## config.mk

```make
export PLATFORM = sky130hd
export DESIGN_NAME = time_set_entry
export DESIGN_NICKNAME = d
export VERILOG_FILES = /design/src/rtl/time_set_entry.sv
export SDC_FILE = /design/constraint.sdc
export NUM_CORES = 1
export LEC_CHECK = 0
export BUFFER_PORTS_ARGS = -buffer_cell sky130_fd_sc_hd__buf_2
export CORE_UTILIZATION = 40
export DETAILED_ROUTE_END_ITERATION = 16
export PLACE_DENSITY = 0.63
export SLEW_MARGIN = 20
export SYNTH_ARGS = -nofsm -noshare
export SYNTH_HDL_FRONTEND = slang
export SYNTH_SLANG_ARGS = --single-unit
```

## constraint.sdc

```tcl
create_clock -name clk -period 5 [get_ports clk]
set_input_delay 0.25 -clock clk [delete_from_list [all_inputs] [get_ports clk]]
set_output_delay 0.25 -clock clk [all_outputs]
set_load 0.01 [all_outputs]
```

## src/rtl/time_set_entry.sv

```systemverilog
// Push-button HH:MM entry controller: preloads the running time, edits four BCD
// digits with range wrap, and publishes them with a registered one-cycle set strobe.

module tse_debounce #(
    parameter int DEB_CYCLES = 20000
) (
    input  logic clk,
    input  logic rst,
    input  logic btn_i,
    output logic pulse_o
);
    localparam int CW = (DEB_CYCLES < 2) ? 1 : $clog2(DEB_CYCLES + 1);

    logic          sync1_q, sync2_q;
    logic          level_q, level_prev_q;
    logic [CW-1:0] cnt_q;

    // Level only flips after DEB_CYCLES back-to-back disagreeing samples.
    always_ff @(posedge clk or posedge rst) begin
        if (rst) begin
            sync1_q      <= 1'b0;
            sync2_q      <= 1'b0;
            level_q      <= 1'b0;
            level_prev_q <= 1'b0;
            cnt_q        <= '0;
        end else begin
            sync1_q      <= btn_i;
            sync2_q      <= sync1_q;
            level_prev_q <= level_q;
            if (sync2_q != level_q) begin
                if (cnt_q == CW'(DEB_CYCLES - 1)) begin
                    level_q <= sync2_q;
                    cnt_q   <= '0;
                end else begin
                    cnt_q <= cnt_q + CW'(1);
                end
            end else begin
                cnt_q <= '0;
            end
        end
    end

    assign pulse_o = level_q & ~level_prev_q;
endmodule

module time_set_entry #(
    parameter int DEB_CYCLES     = 20000,
    parameter int TIMEOUT_CYCLES = 100000000
) (
    input  logic       clk,
    input  logic       rst,
    input  logic       btn_mode,
    input  logic       btn_up,
    input  logic       btn_cancel,
    input  logic [5:0] cur_hour,
    input  logic [5:0] cur_minute,
    output logic [3:0] hour1,
    output logic [3:0] hour0,
    output logic [3:0] minute1,
    output logic [3:0] minute0,
    output logic       set,
    output logic       editing,
    output logic [1:0] digit_sel
);
    localparam int TW = $clog2(TIMEOUT_CYCLES + 1);

    typedef enum logic [2:0] {
        S_IDLE, S_H1, S_H0, S_M1, S_M0, S_COMMIT, S_STROBE
    } state_t;

    logic [2:0] btn_raw, btn_pulse;
    logic       p_mode, p_up, p_cancel;

    assign btn_raw = {btn_cancel, btn_up, btn_mode};

    for (genvar i = 0; i < 3; i++) begin : g_deb
        tse_debounce #(.DEB_CYCLES(DEB_CYCLES)) u_deb (
            .clk    (clk),
            .rst    (rst),
            .btn_i  (btn_raw[i]),
            .pulse_o(btn_pulse[i])
        );
    end

    assign p_mode   = btn_pulse[0];
    assign p_up     = btn_pulse[1];
    assign p_cancel = btn_pulse[2];

    state_t          state_q, state_d;
    logic [3:0][3:0] edit_q, edit_d;   // [3]=H1 [2]=H0 [1]=M1 [0]=M0
    logic [3:0][3:0] out_q, out_d;
    logic [TW-1:0]   to_q, to_d;
    logic            to_expired;
    logic            set_q, set_d;
    logic            editing_q, editing_d;
    logic [1:0]      sel_q, sel_d;

    // Out-of-range values collapse to 00 rather than showing nonsense digits.
    function automatic logic [7:0] to_bcd(input logic [5:0] v, input logic [5:0] vmax);
        logic [3:0] tens;
        logic [3:0] units;
        if      (v >= 6'd50) tens = 4'd5;
        else if (v >= 6'd40) tens = 4'd4;
        else if (v >= 6'd30) tens = 4'd3;
        else if (v >= 6'd20) tens = 4'd2;
        else if (v >= 6'd10) tens = 4'd1;
        else                 tens = 4'd0;
        units = 4'(v - {2'b00, tens} * 6'd10);
        if (v > vmax) return 8'h00;
        return {tens, units};
    endfunction

    assign to_expired = (to_q == TW'(TIMEOUT_CYCLES - 1));

    always_comb begin
        state_d = state_q;
        edit_d  = edit_q;
        out_d   = out_q;
        to_d    = to_q;
        case (state_q)
            S_IDLE: begin
                if (p_mode && !p_cancel) begin
                    edit_d  = {to_bcd(cur_hour, 6'd23), to_bcd(cur_minute, 6'd59)};
                    to_d    = '0;
                    state_d = S_H1;
                end
            end
            S_H1, S_H0, S_M1, S_M0: begin
                if (p_cancel || to_expired) begin
                    state_d = S_IDLE;
                end else if (p_mode) begin
                    to_d = '0;
                    case (state_q)
                        S_H1:    state_d = S_H0;
                        S_H0:    state_d = S_M1;
                        S_M1:    state_d = S_M0;
                        default: begin
                            state_d = S_COMMIT;
                            out_d   = edit_q;   // digits settle a cycle ahead of set
                        end
                    endcase
                end else if (p_up) begin
                    to_d = '0;
                    case (state_q)
                        S_H1: begin
                            edit_d[3] = (edit_q[3] >= 4'd2) ? 4'd0 : edit_q[3] + 4'd1;
                            if (edit_d[3] == 4'd2 && edit_q[2] > 4'd3) edit_d[2] = 4'd3;
                        end
                        S_H0: edit_d[2] = (edit_q[2] >= ((edit_q[3] == 4'd2) ? 4'd3 : 4'd9))
                                          ? 4'd0 : edit_q[2] + 4'd1;
                        S_M1: edit_d[1] = (edit_q[1] >= 4'd5) ? 4'd0 : edit_q[1] + 4'd1;
                        default: edit_d[0] = (edit_q[0] >= 4'd9) ? 4'd0 : edit_q[0] + 4'd1;
                    endcase
                end else begin
                    to_d = to_q + TW'(1);
                end
            end
            S_COMMIT: state_d = S_STROBE;
            default:  state_d = S_IDLE;
        endcase

        editing_d = 1'b1;
        case (state_d)
            S_H1:    sel_d = 2'd3;
            S_H0:    sel_d = 2'd2;
            S_M1:    sel_d = 2'd1;
            S_M0:    sel_d = 2'd0;
            default: begin
                sel_d     = 2'd0;
                editing_d = 1'b0;
            end
        endcase
        set_d = (state_d == S_STROBE);
    end

    always_ff @(posedge clk or posedge rst) begin
        if (rst) begin
            state_q   <= S_IDLE;
            edit_q    <= '0;
            out_q     <= '0;
            to_q      <= '0;
            set_q     <= 1'b0;
            editing_q <= 1'b0;
            sel_q     <= 2'd0;
        end else begin
            state_q   <= state_d;
            edit_q    <= edit_d;
            out_q     <= out_d;
            to_q      <= to_d;
            set_q     <= set_d;
            editing_q <= editing_d;
            sel_q     <= sel_d;
        end
    end

    assign hour1     = out_q[3];
    assign hour0     = out_q[2];
    assign minute1   = out_q[1];
    assign minute0   = out_q[0];
    assign set       = set_q;
    assign editing   = editing_q;
    assign digit_sel = sel_q;
endmodule

```

==> impl_metrics.json <==
{
  "portBuffers": 36,
  "rrSetupSlack_ps": 1600,
  "critical_path.startpoint_type": "flop",
  "die_area_um2": 16600,
  "ys_ff_latch": 123,
  "yosysWarnings": 0,
  "setup-tns-final_ps": 0,
  "synth-async-reset-ratio_pct": 100,
  "arrival_ps": 3710,
  "cts.clk_slew.worst_paths_ps": 60,
  "yosysSeqAreaShare_pct": 47.8,
  "firstDrtPassIters": 4,
  "maxCapViolCount": 0,
  "fin_util_pct": 47.5,
  "finalPower_mw": 2.52,
  "routabilityCongestion": 0.819,
  "clock-sinks": 123,
  "design_area_um2": 7490,
  "max_clock_freq_ghz": 0.294,
  "route.detailed.drc": 0,
  "maxSlewViolCount": 0,
  "fp-row-count": 46,
  "dpl_cell_area_um2": 6780,
  "postSynthCellCount": 662,
  "rr_startpoint": "state_q[0]",
  "critical_path_class": "reg2reg",
  "period_minus_slack_ps": 3400,
  "crit_required_ps": 5320,
  "synth_xor_area_share_pct": 6.53,
  "layout_commonest_cell": "dfrtp_1",
  "p_leak_nw": 3.34,
  "cts_tree": "yes",
  "tightest_slew_ps": 914,
  "synth-simple-area-share_pct": 21.2,
  "routed_wl_um": 13000,
  "grt_max_degree": 72,
  "setup_viol": 0,
  "drt_iter0_markers": 300,
  "cts_resized": 0,
  "clockBufferDepth": 2,
  "grt_pass1_wl_um": 22300,
  "endpoint_kind": "flop",
  "fillCellCount": 1475,
  "antenna_cells": 0,
  "post_drt_wl_per_cell_um": 14.1,
  "synth_top_area_share_pct": 47.8,
  "relSlewSlack_pct": 39.1,
  "synth-edff-count": 0,
  "place_ws_ps": 1550,
  "grt_usage_pct": 16.9,
  "ir_worst_vdd_uv": 230,
  "synth_compound_area_share_pct": 12.8,
  "die_x_um": 129,
  "rsz0062_at_grt": "no",
  "synth_mux_area_share_pct": 4.18,
  "rr_worst_depth": 6,
  "grt_pass1_vias": 4741,
  "insertion_delay_ps": 420,
  "drive_above_1_share_pct": 14.1,
  "htreeDepth": 4,
  "postCtsHoldBufs": 3,
  "worst-path-max-fanout": 27,
  "initial_utilization_pct": 40.8,
  "worst_slack_ps": 1600,
  "coreArea_um2": 15800,
  "synthFlopType": "dfrtp_1",
  "min_period_over_period_pct": 67.9,
  "ys_types": 61,
  "antenna_found_initial": 0,
  "dieHeight_um": 129,
  "dp.final_hpwl_um": 8870,
  "syn_avg_cell_area_um2": 9.73,
  "pin_count": 37,
  "nNetsFinal": 731,
  "clock_tree.root_cell": "clkbuf_16",
  "multiInputGateArea_um2": 3150,
  "synth.area.top_cells": "dfrtp_1 48%, nor2_1 4.8%, xor2_1 4.4%",
  "postCtsSetupRepairBufs": 0,
  "power_per_cell_area_nw_per_um2": 336,
  "syn_nets": 698,
  "avgViaCountPerCell": 5.34,
  "synth_top_family_by_area": "simple AND/OR/NAND/NOR gates",
  "synth_area_um2": 6440,
  "syn2layout_area_growth_pct": 16.4,
  "finalClockSkew_ps": 11.6,
  "rr_endpoint": "to_q[20]",
  "synthAdderAreaFrac_pct": 4.08,
  "dr_total_vias": 4935,
  "globalRouteOverflowTotal": 0,
  "layout_common_cells": "123 x dfrtp_1, 82 x nor2_1, 47 x o21ai_0",
  "status": "completed",
  "netlist.top_cell.by_area": "dfrtp_1",
  "ff_latch_area_um2": 3080,
  "min_path_type": "in2async",
  "hold_viol": 0,
  "cts_buffers": 17,
  "ant_nets": 0
}
-- Yosys cell counts, drive strengths merged, types with 4 or more instances --
master and n:
nand2b 13, buf 12, a31oi 6, o21ai 48
and3 16, a21oi 27, xor2 32, nand3 31
inv 22, ha 17, o31ai 23, nor2b 10
clkbuf 15, and4 6, mux2 23, nand4 20
nor3b 5, dfrtp 123, nor3 17, o41ai 5
nor4b 4, xnor2 16, nand2 39, and2 7
nor2 84
-- critical path, cell delays in order (launching register included) --
cell and delay, ps:
dfrtp_1 550, nor2_2 340, xor2_1 210, or3_1 770, or3_1 810, or2_4 390
o31ai_1 210
-- how the worst max path moves through the flow --
| stage | startpoint | endpoint | slack, ps | cells after the start |
|---|---|---|---|---|
| detailed placement | state_q[0] | to_q[20] | 1550 | 6 |
| global route | state_q[0] | to_q[20] | 1340 | 6 |
| global placement | state_q[0] | to_q[18] | 1720 | 6 |
| floorplan | rst | digit_sel[0] | 1480 | 1 |
| CTS | state_q[0] | to_q[20] | 1570 | 6 |
| finish | state_q[0] | to_q[20] | 1600 | 6 |
-- report_power, final --
part | internal (mW) | switching, mW
sequential | 1.00 | 0.00707
combinational | 0.0300 | 0.0546
clock | 0.983 | 0.439
-- per-layer routing --
metal  GRT usage [%]  vias to the layer above  wire length [um]
li1                -                     2424                 -
met1            22.3                     2402              6160
met2            27.0                       92              6280
met3            4.03                       17               425
met4            6.78                        0               153
met5               0                        -                 0
-- registers in the layout (all words and copies together), names as in the netlist, 4 cells and up --
signal	count
hour1	4
g_deb.u_deb.cnt_q	45
minute1	4
hour0	4
to_q	27
minute0	4
edit_q	16
-- metrics by stage --
| step | cells | hold WS (ps) |
|---|---|---|
| detailed placement | 889 | 339 |
| global placement | 889 | 335 |
| finish | 924 | 8.20 |
| floorplan | 662 | 281 |
| global route | 924 | 88.9 |
| CTS | 924 | 40.5 |
-- logic make-up (layout without fill, tap and decap cells) --
logic type,count (synthesis),after routing
xor gates and xnor gates,48,48
buffers and inverters,49,95
adders and majority gates,20,20
DFF,123,123
and+or+nand+nor,266,266
AOI/OAI and AO/OA,132,132
muxes,24,24
-- area by class of cell --
class	count	area share (%)
Multi-Input combinational cell	490	42.1
Timing Repair Buffer	41	3.01
Inverter	22	1.14
Clock inverter	12	3.26
Clock buffer	20	5.83
Sequential cell	123	41.1
Tap cell	216	3.61
No activity file was read; power rests on OpenSTA's default activity.
